File: src/rtl/ahb_mtx_arbiter_param_pkg.sv
// Shared AHB transfer/burst codes and helpers for the
// bus-matrix output-stage arbiter.
package ahb_mtx_pkg;

  typedef enum logic [1:0] {
    HT_IDLE   = 2'b00,
    HT_BUSY   = 2'b01,
    HT_NONSEQ = 2'b10,
    HT_SEQ    = 2'b11
  } htrans_e;

  typedef enum logic [2:0] {
    HB_SINGLE = 3'b000,
    HB_INCR   = 3'b001,
    HB_WRAP4  = 3'b010,
    HB_INCR4  = 3'b011,
    HB_WRAP8  = 3'b100,
    HB_INCR8  = 3'b101,
    HB_WRAP16 = 3'b110,
    HB_INCR16 = 3'b111
  } hburst_e;

  localparam int ARB_RR    = 0;
  localparam int ARB_FIXED = 1;

  localparam int REM_W   = 4;
  localparam int EARLY_W = 2;

  // Beats still to hold after the NONSEQ and the next SEQ.
  function automatic logic [REM_W-1:0] burst_remain(
    input hburst_e b
  );
    logic [REM_W-1:0] r;
    r = '0;
    unique case (b)
      HB_WRAP4,  HB_INCR4:  r = 4'd2;
      HB_WRAP8,  HB_INCR8:  r = 4'd6;
      HB_WRAP16, HB_INCR16: r = 4'd14;
      default:              r = '0;
    endcase
    return r;
  endfunction

endpackage

File: src/rtl/ahb_mtx_arbiter_param_if.sv
// Request/owner/grant bundle between the matrix
// input stages and one output-stage arbiter.
interface ahb_mtx_arbiter_param_if #(
  parameter int NUM_PORTS = 4,
  parameter int PORT_W    = 3
);

  logic [NUM_PORTS-1:0] req_port;
  logic                 HREADYM;
  logic                 HSELM;
  logic [1:0]           HTRANSM;
  logic [2:0]           HBURSTM;
  logic                 HMASTLOCKM;
  logic [PORT_W-1:0]    addr_in_port;
  logic                 no_port;
  logic                 burst_hold;

  modport master (
    output req_port,
    output HREADYM,
    output HSELM,
    output HTRANSM,
    output HBURSTM,
    output HMASTLOCKM,
    input  addr_in_port,
    input  no_port,
    input  burst_hold
  );

  modport slave (
    input  req_port,
    input  HREADYM,
    input  HSELM,
    input  HTRANSM,
    input  HBURSTM,
    input  HMASTLOCKM,
    output addr_in_port,
    output no_port,
    output burst_hold
  );

endinterface

File: src/rtl/ahb_mtx_burst_tracker.sv
// Tracks the owner's burst so the grant is held until
// the address phase of the last beat.
module ahb_mtx_burst_tracker
  import ahb_mtx_pkg::*;
#(
  parameter int INCR_HOLD_BEATS  = 4,
  parameter int EARLY_INCR_LIMIT = 1
) (
  input  logic       i_clk,
  input  logic       i_rst_n,
  input  logic       i_ready,
  input  logic       i_sel,
  input  logic [1:0] i_trans,
  input  logic [2:0] i_burst,
  output logic       o_next_hold,
  output logic       o_hold
);

  localparam logic [REM_W-1:0] INCR_REM =
    REM_W'(INCR_HOLD_BEATS - 2);
  localparam logic [EARLY_W-1:0] EARLY_MAX =
    EARLY_W'(EARLY_INCR_LIMIT);

  logic [REM_W-1:0]   r_remain;
  logic [REM_W-1:0]   w_remain;
  logic               r_hold;
  logic               w_hold;
  logic [EARLY_W-1:0] r_early;
  logic [EARLY_W-1:0] w_early;
  logic               w_nonseq;
  htrans_e            w_trans;
  hburst_e            w_burst;

  assign w_trans  = htrans_e'(i_trans);
  assign w_burst  = hburst_e'(i_burst);
  assign w_nonseq = i_sel && (w_trans == HT_NONSEQ);

  always_comb begin
    w_remain = r_remain;
    w_hold   = r_hold;
    if (!i_sel) begin
      w_remain = '0;
      w_hold   = 1'b0;
    end else begin
      unique case (w_trans)
        HT_IDLE: begin
          w_remain = '0;
          w_hold   = 1'b0;
        end
        HT_BUSY: begin
          w_remain = r_remain;
        end
        HT_NONSEQ: begin
          unique case (w_burst)
            HB_SINGLE: begin
              w_remain = '0;
              w_hold   = 1'b0;
            end
            // Too many early restarts: stop holding INCR.
            HB_INCR: begin
              if (r_early == EARLY_MAX) begin
                w_remain = '0;
                w_hold   = 1'b0;
              end else begin
                w_remain = INCR_REM;
                w_hold   = 1'b1;
              end
            end
            default: begin
              w_remain = burst_remain(w_burst);
              w_hold   = 1'b1;
            end
          endcase
        end
        HT_SEQ: begin
          if (r_remain == '0) begin
            w_hold = 1'b0;
          end else begin
            w_remain = r_remain - 1'b1;
          end
        end
        default: begin
          w_remain = 'x;
          w_hold   = 1'bx;
        end
      endcase
    end
  end

  always_comb begin
    w_early = r_early;
    if (!w_hold) begin
      w_early = '0;
    end else if (w_nonseq && r_hold &&
                 (r_early != EARLY_MAX)) begin
      w_early = r_early + 1'b1;
    end
  end

  always_ff @(posedge i_clk or negedge i_rst_n) begin
    if (!i_rst_n) begin
      r_remain <= '0;
      r_hold   <= 1'b0;
      r_early  <= '0;
    end else if (i_ready) begin
      r_remain <= w_remain;
      r_hold   <= w_hold;
      r_early  <= w_early;
    end
  end

  assign o_next_hold = w_hold;
  assign o_hold      = r_hold;

endmodule

File: src/rtl/ahb_mtx_arbiter_param.sv
// Output-stage arbiter: selects which input port drives
// one shared slave, round-robin or fixed priority.
module ahb_mtx_arbiter_param
  import ahb_mtx_pkg::*;
#(
  parameter int NUM_PORTS        = 4,
  parameter int PORT_W           = 3,
  parameter int ARB_MODE         = 0,
  parameter int INCR_HOLD_BEATS  = 4,
  parameter int EARLY_INCR_LIMIT = 1
) (
  input logic HCLK,
  input logic HRESETn,
  ahb_mtx_arbiter_param_if.slave bus
);

  localparam bit PARAM_OK =
    (NUM_PORTS >= 2) && (NUM_PORTS <= 15) &&
    ((2 ** PORT_W) > NUM_PORTS) &&
    ((ARB_MODE == ARB_RR) || (ARB_MODE == ARB_FIXED)) &&
    (INCR_HOLD_BEATS >= 2) && (INCR_HOLD_BEATS <= 16) &&
    (EARLY_INCR_LIMIT >= 1) && (EARLY_INCR_LIMIT <= 3);

  logic [PORT_W-1:0] r_addr;
  logic [PORT_W-1:0] w_addr;
  logic              r_none;
  logic              w_none;
  logic              w_next_hold;
  logic              w_hold;
  logic [PORT_W-1:0] w_lo;
  logic              w_lo_ok;
  logic [PORT_W-1:0] w_up;
  logic              w_up_ok;
  logic [PORT_W-1:0] w_dn;
  logic              w_dn_ok;
  logic              w_cur_req;

  ahb_mtx_burst_tracker #(
    .INCR_HOLD_BEATS  (INCR_HOLD_BEATS),
    .EARLY_INCR_LIMIT (EARLY_INCR_LIMIT)
  ) u_trk (
    .i_clk       (HCLK),
    .i_rst_n     (HRESETn),
    .i_ready     (bus.HREADYM),
    .i_sel       (bus.HSELM),
    .i_trans     (bus.HTRANSM),
    .i_burst     (bus.HBURSTM),
    .o_next_hold (w_next_hold),
    .o_hold      (w_hold)
  );

  // lo: lowest requester; up/dn: first above/below owner.
  always_comb begin
    w_lo      = '0;
    w_lo_ok   = 1'b0;
    w_up      = '0;
    w_up_ok   = 1'b0;
    w_dn      = '0;
    w_dn_ok   = 1'b0;
    w_cur_req = 1'b0;
    for (int i = 1; i <= NUM_PORTS; i++) begin
      if (bus.req_port[i-1]) begin
        if (!w_lo_ok) begin
          w_lo    = PORT_W'(i);
          w_lo_ok = 1'b1;
        end
        if (PORT_W'(i) > r_addr && !w_up_ok) begin
          w_up    = PORT_W'(i);
          w_up_ok = 1'b1;
        end
        if (PORT_W'(i) < r_addr && !w_dn_ok) begin
          w_dn    = PORT_W'(i);
          w_dn_ok = 1'b1;
        end
        if (PORT_W'(i) == r_addr) begin
          w_cur_req = 1'b1;
        end
      end
    end
  end

  always_comb begin
    w_addr = r_addr;
    w_none = r_none;
    if (!(bus.HMASTLOCKM || w_next_hold)) begin
      if (r_none) begin
        if (w_lo_ok) begin
          w_addr = w_lo;
          w_none = 1'b0;
        end
      end else if (ARB_MODE == ARB_RR) begin
        if (w_up_ok) begin
          w_addr = w_up;
        end else if (w_dn_ok) begin
          w_addr = w_dn;
        end else if (!bus.HSELM) begin
          w_none = 1'b1;
        end
      end else begin
        if (w_dn_ok) begin
          w_addr = w_dn;
        end else if (bus.HSELM || w_cur_req) begin
          w_addr = r_addr;
        end else if (w_lo_ok) begin
          w_addr = w_lo;
        end else begin
          w_none = 1'b1;
        end
      end
    end
  end

  always_ff @(posedge HCLK or negedge HRESETn) begin
    if (!HRESETn) begin
      r_addr <= '0;
      r_none <= 1'b1;
    end else if (bus.HREADYM) begin
      r_addr <= w_addr;
      r_none <= w_none;
    end
  end

  assign bus.addr_in_port = r_addr;
  assign bus.no_port      = r_none;
  assign bus.burst_hold   = w_hold;

  a_params: assert property (
    @(posedge HCLK) PARAM_OK
  );

  a_addr_range: assert property (
    @(posedge HCLK) disable iff (!HRESETn)
      r_addr <= PORT_W'(NUM_PORTS)
  );

endmodule

File: src/flat_wrapper.sv
// flat-port wrapper written by rule: the top's interface ports become plain ports
module ahb_mtx_arbiter_param_flat import ahb_mtx_pkg::*;
#(
  parameter int NUM_PORTS        = 4,
  parameter int PORT_W           = 3,
  parameter int ARB_MODE         = 0,
  parameter int INCR_HOLD_BEATS  = 4,
  parameter int EARLY_INCR_LIMIT = 1
)
  (HCLK, HRESETn, bus_req_port, bus_HREADYM, bus_HSELM, bus_HTRANSM, bus_HBURSTM, bus_HMASTLOCKM, bus_addr_in_port, bus_no_port, bus_burst_hold);
  ahb_mtx_arbiter_param_if #(.NUM_PORTS(NUM_PORTS), .PORT_W(PORT_W)) bus_i ();
  input logic HCLK;
  input logic HRESETn;
  input wire logic [$bits(bus_i.req_port)-1:0] bus_req_port;
  input wire logic [$bits(bus_i.HREADYM)-1:0] bus_HREADYM;
  input wire logic [$bits(bus_i.HSELM)-1:0] bus_HSELM;
  input wire logic [$bits(bus_i.HTRANSM)-1:0] bus_HTRANSM;
  input wire logic [$bits(bus_i.HBURSTM)-1:0] bus_HBURSTM;
  input wire logic [$bits(bus_i.HMASTLOCKM)-1:0] bus_HMASTLOCKM;
  output wire logic [$bits(bus_i.addr_in_port)-1:0] bus_addr_in_port;
  output wire logic [$bits(bus_i.no_port)-1:0] bus_no_port;
  output wire logic [$bits(bus_i.burst_hold)-1:0] bus_burst_hold;
  assign bus_i.req_port = bus_req_port;
  assign bus_i.HREADYM = bus_HREADYM;
  assign bus_i.HSELM = bus_HSELM;
  assign bus_i.HTRANSM = bus_HTRANSM;
  assign bus_i.HBURSTM = bus_HBURSTM;
  assign bus_i.HMASTLOCKM = bus_HMASTLOCKM;
  assign bus_addr_in_port = bus_i.addr_in_port;
  assign bus_no_port = bus_i.no_port;
  assign bus_burst_hold = bus_i.burst_hold;
  ahb_mtx_arbiter_param #(.NUM_PORTS(NUM_PORTS), .PORT_W(PORT_W), .ARB_MODE(ARB_MODE), .INCR_HOLD_BEATS(INCR_HOLD_BEATS), .EARLY_INCR_LIMIT(EARLY_INCR_LIMIT)) u_core (.HCLK(HCLK), .HRESETn(HRESETn), .bus(bus_i));
endmodule
File: config.mk
export PLATFORM = sky130hd
export DESIGN_NAME = ahb_mtx_arbiter_param_flat
export DESIGN_NICKNAME = d
export VERILOG_FILES = /design/src/rtl/ahb_mtx_arbiter_param_pkg.sv /design/src/rtl/ahb_mtx_arbiter_param_if.sv /design/src/rtl/ahb_mtx_burst_tracker.sv /design/src/rtl/ahb_mtx_arbiter_param.sv /design/src/flat_wrapper.sv
export SDC_FILE = /design/constraint.sdc
export NUM_CORES = 1
export LEC_CHECK = 0
export ABC_AREA = 1
export ABC_CLOCK_PERIOD_IN_PS = 2400
export BUFFER_PORTS_ARGS = -buffer_cell sky130_fd_sc_hd__buf_2
export CAP_MARGIN = 20
export CORE_MARGIN = 2
export CORE_UTILIZATION = 57
export CTS_CLUSTER_DIAMETER = 150
export DETAILED_ROUTE_END_ITERATION = 16
export MAX_ROUTING_LAYER = met4
export PLACE_DENSITY = 0.94
export SLEW_MARGIN = 20
export SYNTH_ARGS = -nofsm -noshare
export SYNTH_HDL_FRONTEND = slang
export SYNTH_SLANG_ARGS = --single-unit
File: constraint.sdc
create_clock -name HCLK -period 2.4 [get_ports HCLK]
set_clock_uncertainty 0.15 [all_clocks]
set_input_delay 0.36 -clock HCLK [delete_from_list [all_inputs] [get_ports HCLK]]
set_output_delay 0.36 -clock HCLK [all_outputs]
set_load 0.02 [all_outputs]
Word-level counts from Yosys, hierarchy flattened:

Index checks and enable logic that the tools add are counted.

* input port bits: 14
* memories kept: 0
* bits in latches: 0
* logic and storage cells: 124
* memory bits (writable): 0
* output and inout bits: 5
* memory bits (read-only): 0
* register bits after elaboration: 11

* $add $sub $neg: 2
* shifts and indexed selects: 0
* eq/ne operators: 16
* bitwise operators: 1
* divide/modulo/power cells: 0
* mux-type cells: 65
* reductions and logical operators: 27
* multiply operators: 0
* $lt $le $gt $ge: 8

Operator list (number)
* 3-bit 2-to-1 mux: 23
* 1-bit 2-to-1 mux: 32
* 4-bit case mux with 3 select lines: 2
* 3-bit == test (second input constant): 4
* 1-bit logical AND: 9
* 4-bit 2-to-1 mux: 2
* 4-bit case mux with 2 select lines: 1
* 3-bit by 2-bit == test with 1-bit output (second input constant): 2
* 2-bit by 3-bit > comparator with 1-bit output (first input constant): 2
* 1-bit logical NOT: 6
* 2-bit by 3-bit less-than comparator with 1-bit output (first input constant): 2
* 2-bit 2-to-1 mux: 3
* 2-bit != test (second input constant): 3
* 2-bit OR reduction: 3
* 2-bit by 1-bit == test with 1-bit output (second input constant): 2
* 2-bit == test (second input constant): 2
* 4-bit logical NOT: 1
* 2-bit AND reduction: 2
* 4-bit AND reduction: 1
* 4-bit by 1-bit subtractor with 4-bit output (second input constant): 1
* 3-bit by 1-bit == test with 1-bit output (second input constant): 1
* 1-bit by 3-bit > comparator with 1-bit output (first input constant): 1
* 3-bit > comparator (first input constant): 1
* 3-bit logical NOT: 1
* other kinds (12): 12

Depth between registers and ports, before layout:

Gate-level depths: netlist of the first run.

* depth in word-level cells: 18
* depth in mapped cells: 12
* depth with buffers taken out: 12

By module:

From an unflattened synthesis of the first run, not the netlist that was laid out.

* cell total of the unflattened synthesis: 147
* area, all modules: 932.1 um^2

By module, submodules not included
* ahb_mtx_burst_tracker: seq. area each 175.2 um^2, area an instance 494.2 um^2, cells an instance 73, instances 1
* ahb_mtx_arbiter_param: seq. area each 101.3 um^2, area an instance 437.9 um^2, cells an instance 74, instances 1

Least setup slack after synthesis of the first run:

Ideal clock, no wire load.

* kind: reg-to-reg
* from: reg u_core.r_addr[2], in the netlist u_core.bus.addr_in_port[2]
* to: reg u_core.r_addr[1], in the netlist u_core.bus.addr_in_port[1]
* slack: 0.899 ns
* clock period less this slack: 1.501 ns
* data arrival time: 1.228 ns
* path buffers: 0
* data required time: 2.127 ns
* library setup time: 0.123 ns
* cell stages (with the launch flop): 9
* cells stage by stage: dfrtp_1 -> o21ai_1 -> nand3_2 -> nor2_1 -> nand2_1 -> nand2_2 -> nor2_2 -> nand2_1 -> nand2_1

* cells in the longest elaborated chain, start to end: 18
* elaborated cells between the ends (all ways): 53
* classes of those cells: order compare (8); mux (31); reduce/logical (14)

RTL lines
* start, declared: line ahb_mtx_arbiter_param.sv:24 `logic [PORT_W-1:0] r_addr;`
* start signal, assigned: line ahb_mtx_arbiter_param.sv:118 `r_addr <= w_addr;`
* 1-bit by 3-bit less-than comparator with 1-bit output: line ahb_mtx_arbiter_param.sv:71 `if (PORT_W'(i) < r_addr && !w_dn_ok) begin`
* 1-bit 2-to-1 mux: line ahb_mtx_arbiter_param.sv:71
* 1-bit 2-to-1 mux: line ahb_mtx_arbiter_param.sv:62 `if (bus.req_port[i-1]) begin`
* 1-bit logical NOT: line ahb_mtx_arbiter_param.sv:71
* 1-bit logical AND: line ahb_mtx_arbiter_param.sv:71
* 1-bit 2-to-1 mux: line ahb_mtx_arbiter_param.sv:71
* 1-bit 2-to-1 mux: line ahb_mtx_arbiter_param.sv:62
* 1-bit logical NOT: line ahb_mtx_arbiter_param.sv:71
* [2 not listed]
* 1-bit 2-to-1 mux: line ahb_mtx_arbiter_param.sv:62
* 1-bit logical NOT: line ahb_mtx_arbiter_param.sv:71
* 1-bit logical AND: line ahb_mtx_arbiter_param.sv:71
* 3-bit 2-to-1 mux: line ahb_mtx_arbiter_param.sv:71
* 3-bit 2-to-1 mux: line ahb_mtx_arbiter_param.sv:62
* 3-bit 2-to-1 mux: line ahb_mtx_arbiter_param.sv:94 `end else if (w_dn_ok) begin`
* 3-bit 2-to-1 mux: line ahb_mtx_arbiter_param.sv:92 `if (w_up_ok) begin`
* 3-bit 2-to-1 mux: line ahb_mtx_arbiter_param.sv:86 `if (r_none) begin`

Several ways; a longest one is shown, not always the timed one. The select of a mux whose other input is x is not followed.
A chain may end at the register's enable or synchronous reset.

Worst setup path in the final report of the first run:

* from: reg u_core.u_trk.r_remain[0]
* to: reg u_core.r_addr[0], in the netlist u_core.bus.addr_in_port[0]

* cells in the longest elaborated chain, start to end: 7

RTL lines
* start, declared: line ahb_mtx_burst_tracker.sv:24 `logic [REM_W-1:0] r_remain;`
* start signal, assigned: line ahb_mtx_burst_tracker.sv:106 `r_remain <= w_remain;`
* 4-bit logical NOT: line ahb_mtx_burst_tracker.sv:76 `if (r_remain == '0) begin`
* 1-bit 2-to-1 mux: line ahb_mtx_burst_tracker.sv:76
* 1-bit case mux with 3 select lines: line ahb_mtx_burst_tracker.sv:45 `unique case (w_trans)`
* 1-bit 2-to-1 mux: line ahb_mtx_burst_tracker.sv:41 `if (!i_sel) begin`
* 1-bit logical OR: line ahb_mtx_arbiter_param.sv:85 `if (!(bus.HMASTLOCKM || w_next_hold)) begin`
* 1-bit inverter (no source line)
* 4-bit AND reduction (no source line)

No other way between the ends.

==> results of run 1 <==
-- power groups by stage --
stage	sequential (W)	combinational, W	clock (W)
5_1_grt	0.000280	0.000478	0.000133
3_3_place_gp	0.000275	0.000404	0
3_5_place_dp	0.000277	0.000417	0
6_report	0.000274	0.000425	0.000125
4_1_cts	0.000274	0.000422	0.000125
2_1_floorplan	0.000302	0.000279	0
-- critical path: stages, from the launching register on --
cell,delay (ps)
dfrtp_1,360
inv_1,140
ha_1,180
nand3_1,110
nand2_1,90
nand3_2,100
nand2_4,90
nand2_4,70
o21ai_0,210
nand2_1,80
-- final cells by class --
type | instances | area, µm²
well taps | 16 | 20.0
flip-flops and latches | 11 | 277
repair buffers | 19 | 100
fillers | 133 | 450
clock buffers | 4 | 26.3
multi-input cells | 106 | 562
inverters | 19 | 71.3
-- repair_timing --
item                                    in CTS  in global routing
endpoints found under the setup margin       0                  0
hold buffers                                 1                  0
endpoints found under the hold margin       10                  0
-- sequential cells by signal (all words and copies together), names as in the netlist --
register	count
u_core.u_trk.r_remain	4
u_core.bus.addr_in_port	3
u_core.u_trk.r_early	2
u_core.bus.no_port	1
u_core.u_trk.o_hold	1
-- logic make-up (layout without fill, tap and decap cells) --
group	after synthesis	in the layout	share of synthesized area [%]
AO/OA/AOI/OAI	22	22	14.2
flip-flops	11	11	30.4
buffers and inverters	19	42	7.84
AND/OR/NAND/NOR	81	81	43.5
adder cells (fa/ha/maj)	3	3	4.13
-- worst paths after layout --
check	start	end	cells past startpoint	slack [ps]
min	bus_HREADYM	u_core.u_trk.r_early[1]$_DFFE_PN0P_	4	220
max	u_core.u_trk.r_remain[0]$_DFFE_PN0P_	u_core.bus.addr_in_port[0]$_DFFE_PN0P_	9	710
max reg2reg	u_core.u_trk.r_remain[0]$_DFFE_PN0P_	u_core.bus.addr_in_port[0]$_DFFE_PN0P_	9	710
min reg2reg	u_core.u_trk.r_early[1]$_DFFE_PN0P_	u_core.u_trk.r_early[1]$_DFFE_PN0P_	2	330
min in group asynchronous	HRESETn	u_core.bus.addr_in_port[1]$_DFFE_PN0P_	2	320
max in group asynchronous	HRESETn	u_core.bus.no_port$_DFFE_PN1P_	2	1520
-- per-stage QoR --
step                      power [W]  setup WS, ps  util, %  hold WS [ps]  cell area [µm²]
after floorplan            0.000581           899        -         -85.6              910
after global placement     0.000679           813     67.7          79.9             1020
after detailed placement   0.000694           704     67.7          81.9             1020
after CTS                  0.000821           697     70.1           223             1060
after global routing       0.000891           556     70.1           251             1060
final                      0.000824           710     70.1           216             1060
-- cells in the mapped netlist, drive strengths merged --
library cell / n / share of area (%)
a21oi: 4 / 2.2
o21a: 1 / 0.83
o211ai: 1 / 0.83
nand4: 4 / 2.8
o22ai: 3 / 2.1
nand3: 10 / 7.7
ha: 3 / 4.1
dfstp: 1 / 2.9
nor3: 1 / 1.1
o21ai: 11 / 6.1
a21boi: 1 / 0.83
nand2: 47 / 22
nand3b: 1 / 0.83
dfrtp: 10 / 28
a31oi: 1 / 1.4
inv: 19 / 7.8
nor2: 17 / 7.8
nor3b: 1 / 0.83
-- routing by layer --
metal,GRT usage [%],vias up
met1,30.3,446
met3,6.25,4
met2,40.9,35
met5,-,-
li1,-,494
met4,6.06,0
==> summary.md, run 1 <==
| Metric | Value |
|---|---|
| Req. time, crit path | 2410 ps |
| Wire per inst | 11.6 µm |
| Bufs on Longest Clock Path | 2 |
| Status | finished, final reports clean |
| Antenna cells | 0 |
| Dpl hpwl | 1.62 mm |
| Sequential Power Share | 33.3% |
| Psw | 0.000388 W |
| Cts repair resizes | 0 |
| Port Buf Inserts | 18 |
| FMAX | 0.592 GHz |
| Drt total wl | 2.03 mm |
| Starting density of the core | 60.4% |
| GP Congestion | 0.941 |
| ANT nets after route | 0 |
| Gate Count Post-Synth | 136 |
| Area Growth Syn to Fin | 16.1% |
| Slew margin rel. | 78.8% |
| Post-Route M1 WL | 883 µm |
| CTS root buf | clkbuf_4 |
| Internal power | 0.000437 W |
| Commonest cells after routing, fill and taps aside | nand2_1, buf_2, inv_1 |
| Met2 WL | 1.01 mm |
| Via/cell ratio | 5.59 |
| Die height | 43.9 µm |
| GRT Resource Usage Total | 24.8% |
| CP endpoint kind | flop |
| Fin Setup TNS | 0 ps |
| Max Slew Vio Count | 0 |
| Vias in the first global route | 910 |
| Warnings from Yosys | 0 |
| Initial antenna violation count | 0 |
| I/O pin count | 19 |
| # setup viols final | 0 |
| Lkg Pwr | 0.566 nW |
| Clock share of power | 15.1% |
| Unique masters post-synth | 24 |
| TritonCTS Buffers | 3 |
| Final net count | 177 |
| Post-synthesis net count | 153 |
| Clock Latency Late Sink | 270 ps |
| Die width | 43.9 µm |
| Post-CTS setup buffer count | 0 |
| Via Count | 979 |
| Met3 Wirelength | 126 µm |
| Seq cells post-synth | 11 |
| Tmin final | 1690 ps |
| Top sig layer | met4 |
| Kind of critical path | reg -> reg |
| CTS tree | done |
| Drt pass-1 iters | 4 |
| Fraction of layout cells with a size suffix above 1 | 25.2% |
| Largest net degree at the start of global routing | 12 |
| Pwr/cell area | 781 mW/mm² |
| Sw Share | 47.0% |
| Mapped Avg Cell Area | 6.69 µm² |
| Max-cap violation count | 0 |
| Commonest non-fill, non-tap cell in the layout | nand2_1 |
| FP Rows | 14 |
| Tcrit/Tclk final | 70.4% |
| Finished Layout Cells | 175 |
| CP arrival | 1700 ps |
| Initial DRC count | 37 |
| Min-Delay Path Class | in -> reg |
| Placed instance count | 170 |
| Worst-path maximum fanout | 6 |
| Max IR drop VDD | 0.464 mV |
| First-pass GRT wire length | 3.52 mm |
| Startpoint types | flop |
| RSZ-0062 raised after global routing | no |
| Combinational power share | 51.6% |
| Hold Vio Cnt, Final | 0 |
| DRC | 0 |
| Mapped Area | 910 µm² |
| Register area share after synthesis | 30.4% |
| Total die area | 0.00193 mm² |
| Clock sinks | 11 |
| Measured slew at the worst slew-check pin | 317 ps |
| Htree depth | 1 |
| Gr ovfl total | 0 |
| CTS clock-pin slew for the worst setup and hold paths | 70 ps |
| Core Area | 0.00151 mm² |
Note: power is estimated with default switching activity, not from simulation.
==> run 2: changes to the inputs <==
Settings changed: ABC_CLOCK_PERIOD_IN_PS 2400 to 1750, CORE_UTILIZATION 57 to 53, PLACE_DENSITY 0.94 to 0.89.
Clock period 2.4 ns to 1.75 ns, I/O delays scaled along.
==> run 2 against run 1 <==
Critical path depth stayed put. Core utilization is 2.4 points lower. Non-clock buffer count stayed put. Critical endpoint unchanged. Die area is 6.8% higher. Design area stayed put. Routed wire length is 8.5% higher. Setup slack worse by 600 ps. Global-route usage is 1.3 points higher.
==> summary.md, run 2 (synthesis gave the netlist of run 1 again) <==
| Metric | Value |
|---|---|
| # setup viols final | 0 (unchanged) |
| TritonCTS Buffers | 3 (unchanged) |
| I/O pin count | 19 (unchanged) |
| Htree depth | 1 (unchanged) |
| WHS | 111 ps (-105 ps) |
| CTS root buf | clkbuf_4 |
| Final Util | 67.7% (-2.4 points) |
| Routing usage on met1 | 32.3% (+2.0 points) |
| Antenna cells | 0 (unchanged) |
| FMAX | 0.610 GHz (+3.0%) |
| Gr ovfl total | 0 (unchanged) |
| Reg2reg path depth | 9 (unchanged) |
| Worst Setup SP | u_core.u_trk.r_remain[1]$_DFFE_PN0P_ |
| Kind of critical path | reg -> reg |
| Commonest cells after routing, fill and taps aside | nand2_1, buf_2, inv_1 |
| Wire per inst | 12.6 µm (+8.5%) |
| Core Area | 0.00156 mm² (+3.5%) |
| Dpl hpwl | 1.77 mm (+9.1%) |
| Number of flip-flops in the largest register | 4 (unchanged) |
| CP endpoint kind | flop |
| Fillers | 141 (+6.0%) |
| Fraction of layout cells with a size suffix above 1 | 25.8% (+0.63 points) |
| RSZ-0062 raised after global routing | no |
| RR Endpoint | u_core.bus.addr_in_port[0]$_DFFE_PN0P_ |
| ANT nets after route | 0 (unchanged) |
| Final Power | 0.00115 W (+39%) |
| Slew margin rel. | 78.5% (-0.27 points) |
| Area Growth Syn to Fin | 16.1% (unchanged) |
| Worst-path maximum fanout | 6 (unchanged) |
| Req. time, crit path | 1770 ps (-640 ps) |
| Largest net degree at the start of global routing | 12 (unchanged) |
| Initial antenna violation count | 0 (unchanged) |
| Drt total wl | 2.21 mm (+8.5%) |
| CTS tree | done |
| GP Congestion | 0.939 (-0.22%) |
| Fin area | 0.00106 mm² (unchanged) |
| Measured slew at the worst slew-check pin | 322 ps (+5.21 ps) |
| Min-Delay Path Class | in -> reg |
| FP Rows | 14 (unchanged) |
| Post-CTS setup buffer count | 0 (unchanged) |
| Hold Vio Cnt, Final | 0 (unchanged) |
| DRC | 0 (unchanged) |
| Fin Setup TNS | 0 ps (unchanged) |
| Drt pass-1 iters | 4 (unchanged) |
| Vias in the first global route | 870 (-4.4%) |
| Clock Latency Late Sink | 280 ps (about the same) |
| Flop-to-flop setup slack | 110 ps (-600 ps) |
| Largest Register | u_core.u_trk.r_remain |
| CTS clock-pin slew for the worst setup and hold paths | 70 ps (about the same) |
| CP arrival | 1660 ps (-40 ps) |
| Die width | 45.4 µm (+3.4%) |
| Die height | 45.4 µm (+3.4%) |
| Final net count | 177 (unchanged) |
| Commonest non-fill, non-tap cell in the layout | nand2_1 |
| GRT met3 Usage | 7.14% (+0.89 points) |
| Tmin final | 1640 ps (-49.9 ps) |
| Max Slew Vio Count | 0 (unchanged) |
| Pwr/cell area | 1090 mW/mm² (+39%) |
| Tcrit/Tclk final | 93.7% (+23 points) |
| Most used routing layer | met2 |
| Bufs on Longest Clock Path | 2 (unchanged) |
| Via/cell ratio | 5.68 (+1.5%) |
| Max-cap violation count | 0 (unchanged) |
| Via Count | 994 (+1.5%) |
| Max IR drop VDD | 0.589 mV (+27%) |
| First-pass GRT wire length | 3.72 mm (+5.7%) |
| GRT Resource Usage Total | 26.1% (+1.3 points) |
| Clock sinks | 11 (unchanged) |
| Post-DP Area | 0.00102 mm² (unchanged) |
| Lkg Pwr | 0.566 nW (about the same) |
| Total die area | 0.00206 mm² (+6.8%) |
| Starting density of the core | 58.3% (-2.0 points) |
| Area of the multi-input gates | 562 µm² (unchanged) |
| CP Capture Point | u_core.bus.addr_in_port[0]$_DFFE_PN0P_ |
| Startpoint types | flop |
| FF+latch area | 277 µm² (unchanged) |
| Initial DRC count | 55 (+49%) |
| Port Buf Inserts | 18 (unchanged) |
| Reg2Reg Launch Point | u_core.u_trk.r_remain[1]$_DFFE_PN0P_ |
| GR Util met2 | 40.8% (about the same) |
| Status | finished, final reports clean |
[run 2: changes by cell type in the layout (fill, tap and decap cells not counted)]
cell / before / now
o21ai_1: 4 / 5
inv_1: 17 / 16
inv_2: 2 / 3
o21ai_0: 7 / 6
[run 2: power by group]
group,internal [W],switching [W]
Combinational,0.000205,0.000379
Sequential,0.000306,0.0000723
Clock,0.0000887,0.0000950
[run 2: layout make-up]
cell class              count  area share (%)
clock buffers               4            2.49
inverters                  19            6.75
multi-input cells         106            53.2
flip-flops and latches     11            26.2
well taps                  16            1.90
repair buffers             19            9.48
[run 2: timing repair]
action | CTS | global route
hold buffers | 1 | 0
gates resized for setup | 0 | 2
endpoints found under the setup margin | 0 | 2
hold endpoints to repair | 11 | 0
[run 2: worst max-delay path: stages (launching register included)]
cell     delay (ps)
dfrtp_1         370
inv_1           110
ha_1            160
nand3_1         120
nand2_1         100
nand3_2         110
nand2_4         100
nand2_4          70
o21ai_0         180
nand2_1          70
[run 2: worst min-delay path by stage]
stage | start | to | slack (ps) | cells past startpoint
2_1_floorplan | HRESETn | u_core.bus.addr_in_port[0]$_DFFE_PN0P_ | -180 | 0
3_3_place_gp | HRESETn | u_core.u_trk.r_remain[1]$_DFFE_PN0P_ | -8 | 1
3_5_place_dp | HRESETn | u_core.u_trk.r_remain[3]$_DFFE_PN0P_ | -5 | 1
4_1_cts | bus_HMASTLOCKM | u_core.bus.no_port$_DFFE_PN1P_ | 110 | 4
5_1_grt | bus_HMASTLOCKM | u_core.bus.no_port$_DFFE_PN1P_ | 140 | 4
6_report | bus_HREADYM | u_core.u_trk.r_early[0]$_DFFE_PN0P_ | 110 | 4
[run 2: through the flow]
stage	std cells	worst slack (ps)
global placement	170	184
floorplan	136	249
finish	175	110
global route	175	16.3
detailed placement	170	104
CTS	175	99.3
[run 2: layer usage]
layer  part of all wire [%]  vias to the layer above  wire [µm]
met2                     48                       40       1060
met5                      0                        -          0
met1                     43                      456        953
met3                    7.1                        6        156
li1                       -                      492          -
met4                    1.8                        0         40
==> run 3: changes to the inputs <==
Settings changed: RECOVER_POWER set to 50.
==> run 3 against run 2 <==
Fmax stayed put. Non-clock buffer count unchanged. Routed wire length is 0.14% higher. Design area down 0.36%. Via count rose by 0.20%. First-iteration DRC count is 1.8% lower.
==> summary.md, run 3 (synthesis gave the netlist of run 1 again) <==
| Metric | Value |
|---|---|
| Status | finished, final reports clean |
| Max IR drop VDD | 0.587 mV (-0.32%) |
| CP delay by family, top | simple AND/OR/NAND/NOR gates |
| Vias in the first global route | 870 (unchanged) |
| Fin Setup TNS | 0 ps (unchanged) |
| Largest net degree at the start of global routing | 12 (unchanged) |
| Starting density of the core | 58.3% (unchanged) |
| Pwr/cell area | 1090 mW/mm² (+0.13%) |
| Die width | 45.4 µm (unchanged) |
| CP endpoint kind | flop |
| Max-cap violation count | 0 (unchanged) |
| Area Growth Syn to Fin | 15.7% |
| Fin area | 0.00105 mm² (-0.36%) |
| Drt total wl | 2.21 mm (+0.14%) |
| First-pass GRT wire length | 3.72 mm (unchanged) |
| Gr ovfl total | 0 (unchanged) |
| Fraction of layout cells with a size suffix above 1 | 23.9% (-1.9 points) |
| CTS tree | done |
| Slew margin rel. | 60.1% (-18 points) |
| TritonCTS Buffers | 3 (unchanged) |
| Initial antenna violation count | 0 (unchanged) |
| Post-CTS setup buffer count | 0 (unchanged) |
| Clock Latency Late Sink | 280 ps (about the same) |
| Via/cell ratio | 5.69 (+0.20%) |
| Critical-path top delay cell | dfrtp_1 |
| Antenna cells | 0 (unchanged) |
| Clock sinks | 11 (unchanged) |
| Post-DP Area | 0.00102 mm² (unchanged) |
| GP Congestion | 0.939 (unchanged) |
| Worst path cell trace | inv_1, ha_1, nand3_1, nand2_1, nand3_2, nand2_4, nand2_4, o21ai_0, nand2_1 |
| Number of flip-flops in the largest register | 4 (unchanged) |
| Req. time, crit path | 1770 ps (about the same) |
| RSZ-0062 raised after global routing | no |
| Setup WS post-layout | 110 ps (unchanged) |
| Lkg Pwr | 0.556 nW (-1.8%) |
| CTS root buf | clkbuf_4 |
| Startpoint types | flop |
| ANT nets after route | 0 (unchanged) |
| DRC | 0 (unchanged) |
| FP Rows | 14 (unchanged) |
| Commonest cells after routing, fill and taps aside | nand2_1, inv_1, buf_2 |
| Dpl hpwl | 1.77 mm (unchanged) |
| GRT Resource Usage Total | 26.1% (unchanged) |
| Hold Vio Cnt, Final | 0 (unchanged) |
| Wire per inst | 12.6 µm (+0.14%) |
| Final Power | 0.00114 W (-0.23%) |
| I/O pin count | 19 (unchanged) |
| Max Slew Vio Count | 0 (unchanged) |
| Port Buf Inserts | 18 (unchanged) |
| Finished Layout Cells | 175 (unchanged) |
| # setup viols final | 0 (unchanged) |
| Via Count | 996 (+0.20%) |
| Dpl ws | 104 ps (unchanged) |
| CP arrival | 1660 ps (about the same) |
| Worst-path maximum fanout | 6 (unchanged) |
| CP bufs+invs | 1 (unchanged) |
| Tmin final | 1640 ps (unchanged) |
| Kind of critical path | reg -> reg |
| Placed instance count | 170 (unchanged) |
| Drt pass-1 iters | 4 (unchanged) |
| Commonest non-fill, non-tap cell in the layout | nand2_1 |
| FMAX | 0.610 GHz (unchanged) |
| Bufs on Longest Clock Path | 2 (unchanged) |
| Initial DRC count | 54 (-1.8%) |
| Die height | 45.4 µm (unchanged) |
| Measured slew at the worst slew-check pin | 598 ps (+276 ps) |
| Total die area | 0.00206 mm² (unchanged) |
| Core Area | 0.00156 mm² (unchanged) |
| Final net count | 177 (unchanged) |
| Crit path largest cell delay | 370 ps (about the same) |
| Tcrit/Tclk final | 93.7% (unchanged) |
| CTS clock-pin slew for the worst setup and hold paths | 70 ps (about the same) |
| Htree depth | 1 (unchanged) |
| Largest Register | u_core.u_trk.r_remain |
| Min-Delay Path Class | in -> reg |
## run 3: changes by cell type in the layout (fill, tap and decap cells not counted), sizes merged
cell / change
buf: -3
clkbuf: +3
## run 3: power breakdown
part           internal, W  switching [W]  total (W)
registers         0.000306      0.0000725   0.000378
logic             0.000201       0.000380   0.000581
clock network    0.0000887      0.0000949   0.000184
## run 3: layer usage
metal / global-route usage (%) / part of all wire (%) / up-vias
li1: - / - / 492
met5: - / 0 / -
met3: 7.14 / 7.1 / 6
met4: 8.82 / 1.8 / 0
met1: 32.3 / 43 / 457
met2: 40.8 / 48 / 41
## run 3: worst paths after layout
path | start | endpoint | slack (ps) | cells past startpoint
min in group asynchronous | HRESETn | u_core.bus.addr_in_port[0]$_DFFE_PN0P_ | 340 | 2
min reg2reg | u_core.u_trk.r_early[1]$_DFFE_PN0P_ | u_core.u_trk.r_early[1]$_DFFE_PN0P_ | 330 | 2
max in group asynchronous | HRESETn | u_core.bus.addr_in_port[1]$_DFFE_PN0P_ | 720 | 2
max reg2reg | u_core.u_trk.r_remain[1]$_DFFE_PN0P_ | u_core.bus.addr_in_port[0]$_DFFE_PN0P_ | 110 | 9
min | bus_HREADYM | u_core.u_trk.r_early[0]$_DFFE_PN0P_ | 110 | 4
max | u_core.u_trk.r_remain[1]$_DFFE_PN0P_ | u_core.bus.addr_in_port[0]$_DFFE_PN0P_ | 110 | 9
## run 3: layout make-up
| class | count | area (µm²) |
|---|---|---|
| fillers | 144 | 507 |
| multi-input cells | 106 | 562 |
| inverters | 19 | 71.3 |
| repair buffers | 19 | 96.3 |
| clock buffers | 4 | 26.3 |
| well taps | 16 | 20.0 |
| flip-flops and latches | 11 | 277 |
## run 3: stage by stage
stage / utilization [%] / hold WS [ps]
final: 67.5 / 112
after detailed placement: 65.4 / -5.34
after global placement: 65.4 / -7.98
after floorplan: - / -183
after global routing: 67.5 / 136
after CTS: 67.7 / 113
## run 3: timing repair
action | in CTS | in global routing
hold endpoints to repair | 11 | 0
hold buffers | 1 | 0
setup endpoints to repair | 0 | 2
gates resized for setup | 0 | 2
## run 3: worst min-delay path, stage by stage
cell	delay (ps)
buf_2	80
nand2_1	70
nand2_1	60
nand2_1	40
